File: config.mk
export PLATFORM = sky130hd
export DESIGN_NAME = zle_enc_param
export DESIGN_NICKNAME = d
export VERILOG_FILES = /design/src/rtl/zle_enc_param.sv
export SDC_FILE = /design/constraint.sdc
export NUM_CORES = 1
export LEC_CHECK = 0
export ABC_CLOCK_PERIOD_IN_PS = 2390
export CAP_MARGIN = 15
export CORE_MARGIN = 3
export CORE_UTILIZATION = 50
export DETAILED_ROUTE_END_ITERATION = 8
export PLACE_DENSITY = 0.74
export RECOVER_POWER = 25
export SKIP_LAST_GASP = 1
export SLEW_MARGIN = 20
export SYNTH_ARGS = -nofsm -noshare
export SYNTH_HDL_FRONTEND = slang
export SYNTH_SLANG_ARGS = --single-unit
File: constraint.sdc
create_clock -name clock -period 2.39 [get_ports clock]
set_input_delay 0.478 -clock clock [delete_from_list [all_inputs] [get_ports clock]]
set_output_delay 0.478 -clock clock [all_outputs]
set_load 0.02 [all_outputs]
File: src/rtl/zle_enc_param.sv
// rtl/zle_enc_param.sv - parametrised zero run-length encoder with registered output
// Optional end-of-stream flush is compiled in with `define ZLE_EOS_EN.
module zle_enc_param #(
    parameter int W       = 7,
    parameter int MAX_RUN = 2**W - 1
) (
    input  logic         clock,
    input  logic         reset,
    input  logic         i_v,
    output logic         i_b,
    input  logic [W-1:0] i_d,
    input  logic         i_eos,
    output logic         o_v,
    input  logic         o_b,
    output logic [W:0]   o_d,
    output logic         o_eos
);
    localparam int            CW      = $clog2(MAX_RUN + 1);
    localparam logic [CW-1:0] RUN_MAX = CW'(MAX_RUN);

    typedef enum logic [1:0] {
        START   = 2'd0,
        ZEROS   = 2'd1,
        PENDING = 2'd2
    } state_t;

    state_t        state;
    logic [CW-1:0] cnt;
    logic [CW-1:0] cnt_inc;
    logic [W-1:0]  hd;
    logic          heos;
    logic          free;
    logic          acc;
    logic          eos_in;
    logic          zero_in;

`ifdef ZLE_EOS_EN
    assign eos_in = i_eos;
`else
    logic unused_eos;
    assign unused_eos = i_eos;
    assign eos_in     = 1'b0;
`endif

    // The output register can take a new token when it is empty or being drained this edge.
    assign free    = !o_v || !o_b;
    assign i_b     = reset || !free || (state == PENDING);
    assign acc     = i_v && !i_b;
    assign zero_in = (i_d == '0);
    assign cnt_inc = cnt + CW'(1);

    always_ff @(posedge clock or posedge reset) begin
        if (reset) begin
            state <= START;
            cnt   <= '0;
            hd    <= '0;
            heos  <= 1'b0;
            o_v   <= 1'b0;
            o_d   <= '0;
            o_eos <= 1'b0;
        end else begin
            if (free) begin
                o_v <= 1'b0;
            end
            case (state)
                START: begin
                    if (acc) begin
                        if (!zero_in) begin
                            o_v   <= 1'b1;
                            o_d   <= {1'b0, i_d};
                            o_eos <= eos_in;
                        end else if (eos_in) begin
                            o_v   <= 1'b1;
                            o_d   <= {1'b1, W'(1)};
                            o_eos <= 1'b1;
                        end else begin
                            cnt   <= CW'(1);
                            state <= ZEROS;
                        end
                    end
                end
                ZEROS: begin
                    if (acc) begin
                        if (zero_in) begin
                            // A full-length run closes immediately; the next zero opens a new one.
                            if ((cnt_inc == RUN_MAX) || eos_in) begin
                                o_v   <= 1'b1;
                                o_d   <= {1'b1, W'(cnt_inc)};
                                o_eos <= eos_in;
                                cnt   <= '0;
                                state <= START;
                            end else begin
                                cnt <= cnt_inc;
                            end
                        end else begin
                            o_v   <= 1'b1;
                            o_d   <= {1'b1, W'(cnt)};
                            o_eos <= 1'b0;
                            hd    <= i_d;
                            heos  <= eos_in;
                            cnt   <= '0;
                            state <= PENDING;
                        end
                    end
                end
                PENDING: begin
                    if (free) begin
                        o_v   <= 1'b1;
                        o_d   <= {1'b0, hd};
                        o_eos <= heos;
                        hd    <= '0;
                        heos  <= 1'b0;
                        state <= START;
                    end
                end
                default: begin
                    cnt   <= '0;
                    state <= START;
                end
            endcase
        end
    end
endmodule

### Yosys cells after proc, flatten, opt, wreduce, memory -nomap -nowiden

Cells that the tools add are included.

* bits in registers: 27
* logic and storage cells: 76
* output and inout port bits: 11
* bits of input ports: 12

* bitwise gates (word level): 1
* reductions and logical operators: 16
* equal/unequal tests: 10
* add/sub/neg operators: 1
* multiplexer cells: 41

Operators with widths (count)
* 7-bit 2-to-1 mux: 8
* 8-bit 2-to-1 mux: 6
* 8-bit case mux with 3 select lines: 1
* 7-bit case mux with 3 select lines: 1
* 1-bit 2-to-1 mux: 14
* 7-bit case mux with 2 select lines: 1
* 2-bit 2-to-1 mux: 6
* 2-bit inequality test (second input constant): 6
* 4-bit AND reduction: 2
* 7-bit by 1-bit adder with 7-bit output (second input constant): 1
* 7-bit equality test (second input constant): 1
* 7-bit logical NOT: 1
* 1-bit case mux with 3 select lines: 2
* 2-bit case mux with 3 select lines: 1
* 6-bit AND reduction: 1
* 5-bit AND reduction: 1
* 1-bit logical NOT: 4
* 1-bit logical OR: 3
* 3-bit inequality test (second input constant): 1
* 3-bit nonzero test: 1
* 2-bit by 1-bit equality test with 1-bit output (second input constant): 1
* 2-bit equality test (second input constant): 1
* 2-bit logical NOT: 1
* 1-bit case mux with 2 select lines: 1
* other kinds (3): 3

### Longest topological paths before layout

Gate-level depths: netlist of run 1.

* depth in word-level cells: 9
* gate-level depth with buffers: 9
* mapped depth without buffers: 8

### Worst setup path before layout of run 1

No wires, ideal clock.

* path kind: reg2reg
* start point: register cnt[0]
* end point: register cnt[3]
* stages on the path, launching flop included: 10
* data arrival time: 2.051 ns
* clock period less this slack: 2.177 ns
* path buffers: 2
* required time: 2.264 ns
* library setup time: 0.126 ns
* path slack: 0.213 ns
* cells stage by stage: dfrtp_1 -> ha_1 -> buf_2 -> a21oi_1 -> mux2i_1 -> a211o_1 -> o211a_1 -> buf_6 -> and3_1 -> a221o_1

* word-level cells in the longest chain between the ends: 6

Ends and longest elaborated chain
* start, declared: line 28 `logic [CW-1:0] cnt;`
* start signal, assigned: line 93 `cnt <= cnt_inc;`
* 7-bit by 1-bit adder with 7-bit output (*): line 50 `assign cnt_inc = cnt + CW'(1);`
* 7-bit equality test: line 86 `if ((cnt_inc == RUN_MAX) || eos_in) begin`
* 7-bit 2-to-1 mux (*): line 86
* 7-bit 2-to-1 mux (*): line 84 `if (zero_in) begin`
* 7-bit 2-to-1 mux (*): line 83 `if (acc) begin`
* 7-bit case mux with 3 select lines (*): line 65 `case (state)`

Mark *: on every way between the ends. The rest lies on a longest branch, timed or not. The select of a mux whose other input is x is not followed.
A chain may end at the register's enable or synchronous reset.

### Worst setup path after layout of run 1

* start point: input port reset
* end point: output port i_b

* word-level cells in the longest chain between the ends: 2

Ends and longest elaborated chain
* start, declared: line 8 `input logic reset,`
* 1-bit logical OR (2 in a row): line 47 `assign i_b = reset || !free || (state == PENDING);`
* end, declared: line 10 `output logic i_b,`

No other way between the ends.

==> results of run 1 <==
per-stage QoR:
stage / util [%] / std cells / worst slack, ns
3_5_place_dp: 67.1 / 271 / -0.137
5_1_grt: 68.2 / 275 / 0.00440
2_1_floorplan: - / 188 / 0.213
4_1_cts: 68.2 / 275 / 0.0721
3_3_place_gp: 67.1 / 271 / -0.125
6_report: 68.2 / 275 / 0.104
Yosys cell counts (2+ instances only):
library cell | count | area share (%)
a211o_1 | 2 | 1.0
a21oi_1 | 12 | 3.5
a221o_1 | 3 | 1.8
a22o_1 | 7 | 3.6
a22oi_1 | 3 | 1.3
a31oi_1 | 3 | 1.1
and2_1 | 4 | 1.5
and3_1 | 5 | 1.8
buf_2 | 3 | 0.89
buf_4 | 3 | 1.3
buf_6 | 3 | 2.0
clkbuf_1 | 6 | 1.3
dfrtp_1 | 25 | 37
ha_1 | 6 | 4.4
inv_1 | 10 | 2.2
mux2_2 | 6 | 4.0
nand2_1 | 18 | 4.0
nand3_1 | 5 | 1.5
nand4_1 | 4 | 1.5
nor2_1 | 17 | 3.8
nor3_1 | 5 | 1.5
o211ai_1 | 3 | 1.3
o21ai_0 | 5 | 1.5
o21ai_2 | 2 | 1.0
o31ai_1 | 3 | 1.3
xnor2_1 | 5 | 2.6
worst paths after layout:
kind	from	end	cells after the start
worst min-delay path	hd[0]	hd[0]	1
min in group asynchronous	reset	o_v	3
worst max-delay path	reset	i_b	5
worst max register to register	state[0]	o_d[1]	10
max in group asynchronous	reset	o_d[2]	3
worst min register to register	hd[0]	hd[0]	1
layer usage:
layer	vias up	GRT usage [%]	share of wire [%]
met5	-	0	0
met4	0	6.86	0.44
met3	2	4.22	5.0
met2	43	39.5	51
met1	766	29.4	43
li1	771	-	-
cell type report:
type / instances / area, sq um
Fill cell: 259 / 1000
Tap cell: 44 / 55.1
Inverter: 10 / 37.5
Multi-Input combinational cell: 137 / 945
Sequential cell: 25 / 626
Timing Repair Buffer: 55 / 458
Clock buffer: 3 / 22.5
Clock inverter: 1 / 7.51
critical path, cell delays in order:
cell and delay (ns):
dlygate4sd3_1 0.57, a211oi_2 0.27, buf_4 0.15, inv_1 0.03
dlygate4sd2_1 0.31
sequential cells by signal, summed over array words and instances (netlist names):
name and count:
o_d 8, o_v 1, cnt 7, hd 7, state 2
cells by family (layout without fill, tap and decap cells):
logic type / count (synthesis) / after routing / synth area share (%)
xor+xnor: 5 / 5 / 2.58
simple gates: 63 / 63 / 18.0
buf+inv: 26 / 69 / 7.97
other cells: 1 / 1 / 0.221
compound gates: 54 / 54 / 24.7
fa+ha+maj: 6 / 6 / 4.43
mux: 8 / 8 / 5.24
flops: 25 / 25 / 36.9
where the power goes:
part           switching [mW]  internal (mW)  leakage (nW)  total [mW]
Combinational           0.525          0.509         0.579        1.03
Sequential             0.0689          0.543         0.328       0.612
Clock                   0.140         0.0639        0.0139       0.204
Total                   0.734           1.12         0.921        1.85
==> impl_metrics.toml, run 1 <==
[status]
status = "complete, no violations"

[layout]
synthToLayoutAreaGrowth_pct = 26.9
num_antenna_cells = 0
layout_commonest_cell = "buf_4"
final_area_sq_um = 2150
fin_nets = 250
layout-drive-gt1-share_pct = 22.9
layout_common_cells = "buf_4 (34), dfrtp_1 (25), nand2_1 (18), clkdlybuf4s50_1 (18), nor2_1 (17)"

[yosys]
ys_types = 46
synth_area_sq_um = 1700
ys_async_sr_fraction_pct = 100
synth_edf_count = 0
yosysWarnings = 0
syn_nets = 206
ys.flop_type = "dfrtp_1"
synth_seq_cells = 25
syn_inst = 188
ys_seq_area_share_pct = 36.9
avgSynthCellArea_sq_um = 9.02

[timing]
setup_violations = 0
maxSlewViolCount = 0
min_period_ns = 2.29
rsz0062_at_grt = "false"
finalClockSkew_ns = 0.00185
slew_headroom_pct = 4.36
fmax_ghz = 0.437
whs_ns = 0.523
fin_setup_tns_ns = 0
fin_crit_sh_pct = 95.7
worst_slew_pin_slew_ns = 1.43
final_hold_viol_count = 0

[flow_run]
max-cap-violations = 0

[clock_network]
cts-root-buf = "clkbuf_4"
htree_levels = 1
cts_hold_buffers = 0
cts_sinks = 25
cts_buffers = 3
tritoncts = "built"
postCtsSetupBuffers = 0
cts_resized = 2
clkTransAtPathRegs_ns = 0.15
clock_latency_ns = 0.32
clock_path_buffers = 2

[grt]
overflow = 0
grt_max_degree = 26
grt_pass1_wl_um = 7600
grt_use_total_pct = 23.0
grt_pass1_vias = 1643
antenna_found_initial = 0

[floorplanning]
die_w_um = 64.2
ioPinCount = 23
core_area_sq_um = 3150
dieArea_sq_um = 4130
initial_core_util_pct = 53.8
die_h_um = 64.2
rows = 20

[pwr]
finalPower_mw = 1.85
irDropWorstVdd_mv = 0.352
powerDensity_nw_per_um2 = 860
p_leak_nw = 0.921

[setup_path]
crit_fanout = 3
cp.required_ns = 1.91
reg2reg_slack_ns = 0.15
endpoint_kind = "primary output"
crit_type = "in2out"
cp-start-kind = "primary input"
cp_data_arrival_time_ns = 1.81

[placed_design]
placed_area_sq_um = 2120
gp_congestion = 0.929
dpl.hpwl_um = 3250
io_buffer_count = 20

[route]
vias = 1582
wl_per_cell_um = 15.6
drc_errors = 0
routed_wl_um = 4300
first_iter_violations = 117
avgViaCountPerCell = 5.75
firstDrtPassIters = 4
ant_nets = 0

[worst_hold_path]
hold_path_class = "reg2reg"
Note: power is estimated with default switching activity, not from simulation.
==> inputs of run 2 (changes only) <==
ABC_CLOCK_PERIOD_IN_PS = 2200   (was 2390)
clock period = 2.2 ns   (was 2.39 ns; I/O delays follow)
==> run 2 against run 1 <==
Hold slack gained 0.0036 ns. Power increased by 12%. First-iteration DRC count rose by 5.1%. Critical path type is now reg2reg. Largest cell class unchanged.
==> impl_metrics.toml, run 2 (synthesis gave the netlist of run 1 again) <==
[route]
firstDrtPassIters = 4
first_iter_violations = 123
vias = 1621
ant_nets = 0
drc_errors = 0
wl_per_cell_um = 15.1
routed_wl_um = 4310
avgViaCountPerCell = 5.69

[pwr]
irDropWorstVdd_mv = 0.481
finalPower_mw = 2.06
p_comb_share_pct = 56.5
intPower_mw = 1.25
switching_share_pct = 39.2
p_sw_mw = 0.810
p_leak_nw = 0.986
seqPwrFrac_pct = 32.6
p_clk_share_pct = 10.9
powerDensity_nw_per_um2 = 906

[worst_hold_path]
whs_endpoint = "o_d[5]"
hold_path_class = "reg2reg"
holdCritStartpoint = "o_d[5]"
hold-path-cell-count = 1

[placed_design]
dpl.hpwl_um = 3110
io_buffer_count = 20
placed_area_sq_um = 2180
gp_congestion = 0.906

[floorplanning]
core_area_sq_um = 3150
ioPinCount = 23
rows = 20
dieArea_sq_um = 4130
die_h_um = 64.2
initial_core_util_pct = 53.8
die_w_um = 64.2

[clock_network]
cts-root-buf = "clkbuf_4"
htree_levels = 1
clock_latency_ns = 0.33
cts_buffers = 3
clock_path_buffers = 2
tritoncts = "built"
cts_sinks = 25
clkTransAtPathRegs_ns = 0.15

[setup_path]
crit_type = "reg2reg"
cp.required_ns = 2.43
worstReg2RegEnd = "o_d[3]"
cp_data_arrival_time_ns = 2.39
crit_fanout = 5
reg2reg_slack_ns = 0.04
crit_start = "cnt[0]"
r2r-start = "cnt[0]"
cp-start-kind = "flop"
endpoint_kind = "flop"
r2r_cells = 9

[layout]
largest_register_ffs = 8
synthToLayoutAreaGrowth_pct = 34.4
multiInputGateArea_sq_um = 990
layout-drive-gt1-share_pct = 28.6
final_area_sq_um = 2280
reg_top3 = "o_d x8, cnt x7, hd x7"
layout_commonest_cell = "buf_4"
largest-register = "o_d"
layout_common_cells = "buf_4 (42), dfrtp_1 (25), clkdlybuf4s50_1 (19), nand2_1 (18), nor2_1 (17)"
fin_nets = 260
num_antenna_cells = 0
fillCellCount = 231
seqCellArea_sq_um = 626

[timing]
min_period_ns = 2.16
slew_headroom_pct = 5.04
final_hold_viol_count = 0
worst_slew_pin_slew_ns = 1.42
setup_violations = 0
fmax_ghz = 0.463
maxSlewViolCount = 0
fin_setup_tns_ns = 0
finalClockSkew_ns = 0.00114
fin_crit_sh_pct = 98.3

[grt]
overflow = 0
antenna_found_initial = 0
grt_max_degree = 26
grt_use_total_pct = 22.2
grt_pass1_vias = 1584
grt_pass1_wl_um = 7360

[flow_run]
max-cap-violations = 0

[status]
status = "complete, no violations"
run 2: changes by cell type in the layout (fill, tap and decap cells not counted), sizes merged:
cell           delta
buf              +10
clkdlybuf4s50     +1
dlygate4sd3       -1
run 2: power by group through the flow:
stage,combinational (mW),clock (mW),sequential (mW)
floorplan,0.531,0,0.772
global placement,1.09,0,0.664
detailed placement,1.12,0,0.677
CTS,1.13,0.228,0.667
global route,1.27,0.249,0.694
finish,1.17,0.224,0.673
run 2: worst max-delay path by stage:
stage                   to  cells past startpoint  slack [ns]
floorplan           cnt[3]                      9        0.02
finish              o_d[3]                      9        0.04
detailed placement  o_d[2]                      8       -0.27
CTS                 o_d[0]                      8        0.02
global placement    o_d[2]                      8       -0.25
global route        cnt[4]                      9       -0.05
run 2: critical path, stage by stage, from the launching register on:
cell      delay, ns
dfrtp_1        0.45
buf_6          0.15
buf_4          0.13
nand4b_1       0.11
o31ai_2        0.10
a32oi_2        0.25
o21ai_2        0.12
a41oi_4        0.27
buf_4          0.17
mux2_2         0.33
run 2: cell type report:
cell class / count / area share (%)
flip-flops and latches: 25 / 27.5
inverters: 10 / 1.65
clock buffers: 3 / 0.988
clock inverters: 1 / 0.329
repair buffers: 65 / 23.7
well taps: 44 / 2.42
multi-input cells: 137 / 43.4
run 2: repair_timing:
item,4_1_cts,5_1_grt
hold buffers,0,0
resized for setup,2,13
pin swaps,0,4
endpoints found under the setup margin,1,13
buffers inserted,0,2
run 2: through the flow:
step | util, % | cells | hold slack [ns] | setup slack [ns]
after CTS | 70.1 | 283 | 0.500 | 0.0232
after global routing | 72.3 | 285 | 0.545 | -0.0547
after detailed placement | 69.0 | 279 | 0.487 | -0.274
after global placement | 69.0 | 279 | 0.472 | -0.253
after floorplan | - | 188 | 0.466 | 0.0230
final | 72.3 | 285 | 0.526 | 0.0384
run 2: layer usage:
metal | GRT usage, % | share of wire [%] | up-vias
met3 | 3.34 | 6.1 | 6
li1 | - | - | 791
met5 | 0 | 0 | -
met2 | 37.2 | 50 | 49
met4 | 6.33 | 1.1 | 0
met1 | 29.5 | 43 | 775
==> inputs of run 3 (changes only) <==
ABC_AREA = 0   (was not set)
MAX_ROUTING_LAYER = met4   (was not set)
TNS_END_PERCENT = 10   (was not set)
==> run 3 against run 2 <==
First-iteration DRC count down 15%. Via count up 0.99%. Sequential power down 0.7%. Hold slack worse by 0.0033 ns. Fmax down 0.88%. Count of clock-buffer cells in the layout unchanged. Core utilization down 1.8 points. Design area down 2.5%. Register-to-register slack worse by 0.02 ns. Non-clock buffer count down 1. Clock skew up 0.013 ns.
==> impl_metrics.toml, run 3 (synthesis gave the netlist of run 1 again) <==
[status]
status = "complete, no violations"

[route]
vias = 1637
ant_nets = 0
first_iter_violations = 104
drc_errors = 0
firstDrtPassIters = 4
avgViaCountPerCell = 5.76
routed_wl_um = 4220
wl_per_cell_um = 14.9

[setup_path]
path_cells = "ha_2 -> a21oi_1 -> mux2i_1 -> a211o_1 -> o21ai_2 -> a41oi_4 -> buf_4 -> mux2_1"
endpoint = "o_d[0]"
cp_data_arrival_time_ns = 2.40
cp.required_ns = 2.42
crit_type = "reg2reg"
crit_start = "cnt[1]"
cp-start-kind = "flop"
cp_slowest_stage_delay_ns = 0.43
endpoint_kind = "flop"
path_buf_inv = 1
cp.depth = 8
reg2reg_slack_ns = 0.02
r2r-start = "cnt[1]"
critPathTopFamily = "compound AO/OA/AOI/OAI gates"
crit_slowest_cell = "dfrtp_1"
r2r_cells = 8
crit_fanout = 6
worstReg2RegEnd = "o_d[0]"

[clock_network]
clock_path_buffers = 2
cts-root-buf = "clkbuf_4"
cts_sinks = 25
tritoncts = "built"
clkTransAtPathRegs_ns = 0.15
cts_buffers = 3
htree_levels = 1
clock_latency_ns = 0.33

[timing]
maxSlewViolCount = 0
worst_slew_pin_slew_ns = 1.40
slew_headroom_pct = 6.77
finalClockSkew_ns = 0.0137
rsz0062_at_grt = "true"
fin_crit_sh_pct = 99.1
fmax_ghz = 0.459
final_hold_viol_count = 0
min_period_ns = 2.18
setup_violations = 0

[layout]
layout_common_cells = "buf_4 (43), dfrtp_1 (25), nand2_1 (18), clkdlybuf4s50_1 (18), nor2_1 (17)"
reg_top3 = "o_d x8, cnt x7, hd x7"
multiInputGateArea_sq_um = 947
seqCellArea_sq_um = 626
largest-register = "o_d"
num_antenna_cells = 0
largest_register_ffs = 8
synthToLayoutAreaGrowth_pct = 31.0
fin_nets = 259
final_area_sq_um = 2220
layout-drive-gt1-share_pct = 26.3
layout_commonest_cell = "buf_4"
post-route-util_pct = 70.4
fillCellCount = 251

[worst_hold_path]
hold_path_class = "reg2reg"
holdCritStartpoint = "hd[1]"

[placed_design]
placed_area_sq_um = 2180
gp_congestion = 0.915
io_buffer_count = 20
dpl.hpwl_um = 3300

[pwr]
p_leak_nw = 0.970
p_clk_share_pct = 11.0
p_sw_mw = 0.797
p_comb_share_pct = 55.9
powerDensity_nw_per_um2 = 911
intPower_mw = 1.23
seqPwrFrac_pct = 33.0
irDropWorstVdd_mv = 0.377
switching_share_pct = 39.4

[flow_run]
max-cap-violations = 0

[grt]
antenna_found_initial = 0
grt_use_total_pct = 22.6
overflow = 0
grt_pass1_vias = 1599
grt_pass1_wl_um = 7300
grt_max_degree = 26

[floorplanning]
die_h_um = 64.2
ioPinCount = 23
die_w_um = 64.2
rows = 20
dieArea_sq_um = 4130
core_area_sq_um = 3150
initial_core_util_pct = 53.8
-- run 3: per-stage QoR --
| stage | hold WS, ns | power (mW) | TNS [ns] | worst slack [ns] | instances |
|---|---|---|---|---|---|
| after global routing | 0.549 | 2.16 | -0.534 | -0.0854 | 284 |
| after global placement | 0.472 | 1.76 | -3.20 | -0.251 | 280 |
| after floorplan | 0.466 | 1.30 | 0 | 0.0230 | 188 |
| after detailed placement | 0.488 | 1.81 | -4.48 | -0.267 | 280 |
| after CTS | 0.509 | 2.03 | -0.0797 | -0.0567 | 284 |
| final | 0.523 | 2.02 | 0 | 0.0191 | 284 |
-- run 3: worst min-delay path by stage --
stage,to,slack [ns],cells after the start
detailed placement,hd[0],0.49,1
global route,hd[0],0.55,1
global placement,o_d[0],0.47,1
finish,hd[1],0.52,1
floorplan,cnt[0],0.47,1
CTS,cnt[2],0.51,3
-- run 3: cell type report --
cell class,count,share of cell area [%]
sequential,25,28.2
tap,44,2.48
multi-input combinational,137,42.6
clock inverter,1,0.338
inverter,10,1.69
clock buffer,3,1.01
timing repair buffer,64,23.7
-- run 3: timing repair --
item                                    in CTS  in global routing
hold buffers                                 0                  0
buffers inserted                             0                  0
pin swaps                                    0                  2
resized for setup                            2                  3
endpoints found under the setup margin       4                 14
-- run 3: worst reg2reg max path, cell delays in order (launching register included) --
cell     delay [ns]
dfrtp_1        0.43
ha_2           0.22
a21oi_1        0.14
mux2i_1        0.10
a211o_1        0.31
o21ai_2        0.23
a41oi_4        0.15
buf_4          0.19
mux2_1         0.32
-- run 3: layer usage --
layer / vias up / global-route usage [%] / wire, um
li1: 792 / - / -
met1: 793 / 30.1 / 1920
met2: 44 / 36.9 / 2030
met3: 8 / 2.99 / 220
met4: 0 / 4.75 / 57
met5: - / - / 0
-- run 3: power groups by stage --
stage / logic, mW / clock network [mW] / registers, mW
after floorplan: 0.531 / 0 / 0.772
after global placement: 1.09 / 0 / 0.664
after detailed placement: 1.13 / 0 / 0.677
after CTS: 1.13 / 0.226 / 0.668
after global routing: 1.23 / 0.243 / 0.686
final: 1.13 / 0.224 / 0.668
==> RTL change (settings of run 2) <==
The parameter `W` goes from 7 to 8.
--- a/src/rtl/zle_enc_param.sv
+++ b/src/rtl/zle_enc_param.sv
@@ -2,5 +2,5 @@
 // Optional end-of-stream flush is compiled in with `define ZLE_EOS_EN.
 module zle_enc_param #(
-    parameter int W       = 7,
+    parameter int W       = 8,
     parameter int MAX_RUN = 2**W - 1
 ) (
Interface: changed (resized i_d and o_d); port bits go from 23 to 25. No check against the original RTL was run, so the function may have changed too.
==> RTL change against run 2 <==
- sequential cell count up 3
- final area up 6.3%
- first-iteration DRC count down 20%
- area after synthesis up 13%
- total power up 15%
- sequential share of layout area up 1.5 points
- largest power group unchanged
- hold slack worse by 0.026 ns
- sequential power up 14%
- highest routed layer unchanged
- critical endpoint is now o_d[2]$_DFFE_PP0P_
- worst setup slack better by 0.026 ns
- wire length up 9.2%
==> RTL change: results (changes against run 2) <==
[synthesis]
synth_commonest_cells = 28 x dfrtp_1, 18 x nand2_1, 17 x nor2_1, 14 x nand3_1, 14 x o21ai_0
yosysSeqAreaShare_pct = 36.67  ; -0.23 points
synth_area_per_cell_um2 = 8.845  ; -1.9%
synthesis.nets = 235  ; +14%
ys_warn_count = 0  ; unchanged
synth_cell_types = 48  ; +4.3%
synth_area_um2 = 1911  ; +13%

[global_routing]
grt.met2_usage_pct = 40.70  ; +3.5 points
gr-usage-all-layers_pct = 23.60  ; +1.4 points
grtUsageMet3_pct = 4.105  ; +0.77 points
grt_pass1_wl_um = 8211  ; +12%
grt_util_met1_pct = 30.77  ; +1.2 points
grt_max_degree = 29  ; +12%

[placement]
pre_cts_slack_ns = -0.3125  ; -0.03869 ns
gp_congestion = 0.8937  ; -1.3%
dpl_cell_area_um2 = 2340  ; +7.5%
post-dp-hpwl_um = 3609  ; +16%
placedCellCount = 299  ; +7.2%
portBuffers = 22  ; +10%

[detailed_routing]
drt_wl_total_um = 4702  ; +9.2%
wl_per_cell_um = 15.52  ; +2.7%
vias_per_cell = 5.818  ; +2.3%
dr.first_iter.drc_count = 98  ; -20%

[sta]
worstMarginPinSlew_ns = 0.7190  ; -0.7054 ns
fin_skew_ns = 0.002784  ; +0.001645 ns

[clocking]
cts_root_buf = clkbuf_8
clock_latency_ns = 0.27  ; -0.06 ns
clk_pin_slew_worst_paths_ns = 0.10  ; -0.05 ns

[status]
status = complete, no violations

[final_layout]
drive_gt1_share_pct = 16.73  ; -12 points
fill_cells = 296  ; +28%
reg_top3 = o_d (9), cnt (8), hd (8)
insertedDiodeCount = 0  ; unchanged

[worst_hold_path]
min_from = hd[5]$_DFFE_PP0P_

[setup_path]
cp_max_fo = 6  ; +1
cp-startpoint = i_d[7]

[power]
vdd_drop_max_v = 0.0006142  ; +28%
power.leakage_nw = 1.021  ; +3.6%

## RTL change: cell types whose count changed after synthesis, sizes merged, moves of 3 or more
cell and delta:
nand3 +9, nor2b +9, o21ai +9, mux2 +7, or3 +4, a221o -3, and3 -3, dfrtp +3
nand4 -3, xnor2 +3
## RTL change: layout make-up
class / count / area, um2 / area share [%]
Timing Repair Buffer: 52 / 445.4 / 18.40
Clock buffer: 3 / 41.29 / 1.705
Sequential cell: 28 / 700.7 / 28.94
Multi-Input combinational cell: 165 / 1116 / 46.10
Tap cell: 46 / 57.56 / 2.377
Inverter: 8 / 30.03 / 1.240
Clock inverter: 1 / 30.03 / 1.240
## RTL change: stage by stage
step	hold WS [ns]	utilization [%]
finish	0.5007	69.28
global route	0.5392	69.28
CTS	0.5070	69.10
detailed placement	0.4783	66.95
global placement	0.4719	66.95
floorplan	0.4577	-
## RTL change: logic make-up after synthesis
kind of cell	after synthesis	synth area share (%)
and+or+nand+nor	80	22.20
DFF	28	36.67
adders and majority gates	6	3.929
other	1	0.1963
AOI/OAI and AO/OA	55	18.99
buffers and inverters	23	5.436
xor gates and xnor gates	9	4.126
muxes	14	8.448
## RTL change: worst max-delay path, cell delays in order
cell,delay [ns]
clkdlybuf4s50_1,0.55
nor4_4,0.07
and2_1,0.22
a211o_1,0.35
or2_1,0.27
buf_4,0.16
o31ai_1,0.25
## RTL change: final timing paths
| check | slack, ns | endpoint | cells after the start |
|---|---|---|---|
| worst min-delay path | 0.50 | hd[5]$_DFFE_PP0P_ | 1 |
| worst max-delay path | 0.06 | o_d[2]$_DFFE_PP0P_ | 7 |
| worst min register to register | 0.50 | hd[5]$_DFFE_PP0P_ | 1 |
| max in group asynchronous | 1.01 | hd[5]$_DFFE_PP0P_ | 3 |
| min in group asynchronous | 0.74 | o_d[8]$_DFFE_PP0P_ | 3 |
| worst max register to register | 0.13 | o_d[2]$_DFFE_PP0P_ | 8 |
## RTL change: metal layers
layer | wire length (um) | share of wire [%]
met2 | 2336 | 50
met1 | 2131 | 45
met5 | 0 | 0
met3 | 206 | 4.4
met4 | 28 | 0.60
## RTL change: report_power, final
part           total, mW  leakage, nW  switching (mW)  internal [mW]
registers          0.768        0.361          0.0859          0.682
logic               1.19        0.625           0.616          0.577
clock network      0.409       0.0357           0.165          0.244
## RTL change: what timing repair did
action	4_1_cts	5_1_grt
setup endpoints to repair	4	8
gates cloned	0	0
hold buffers	0	0
resized for setup	2	2
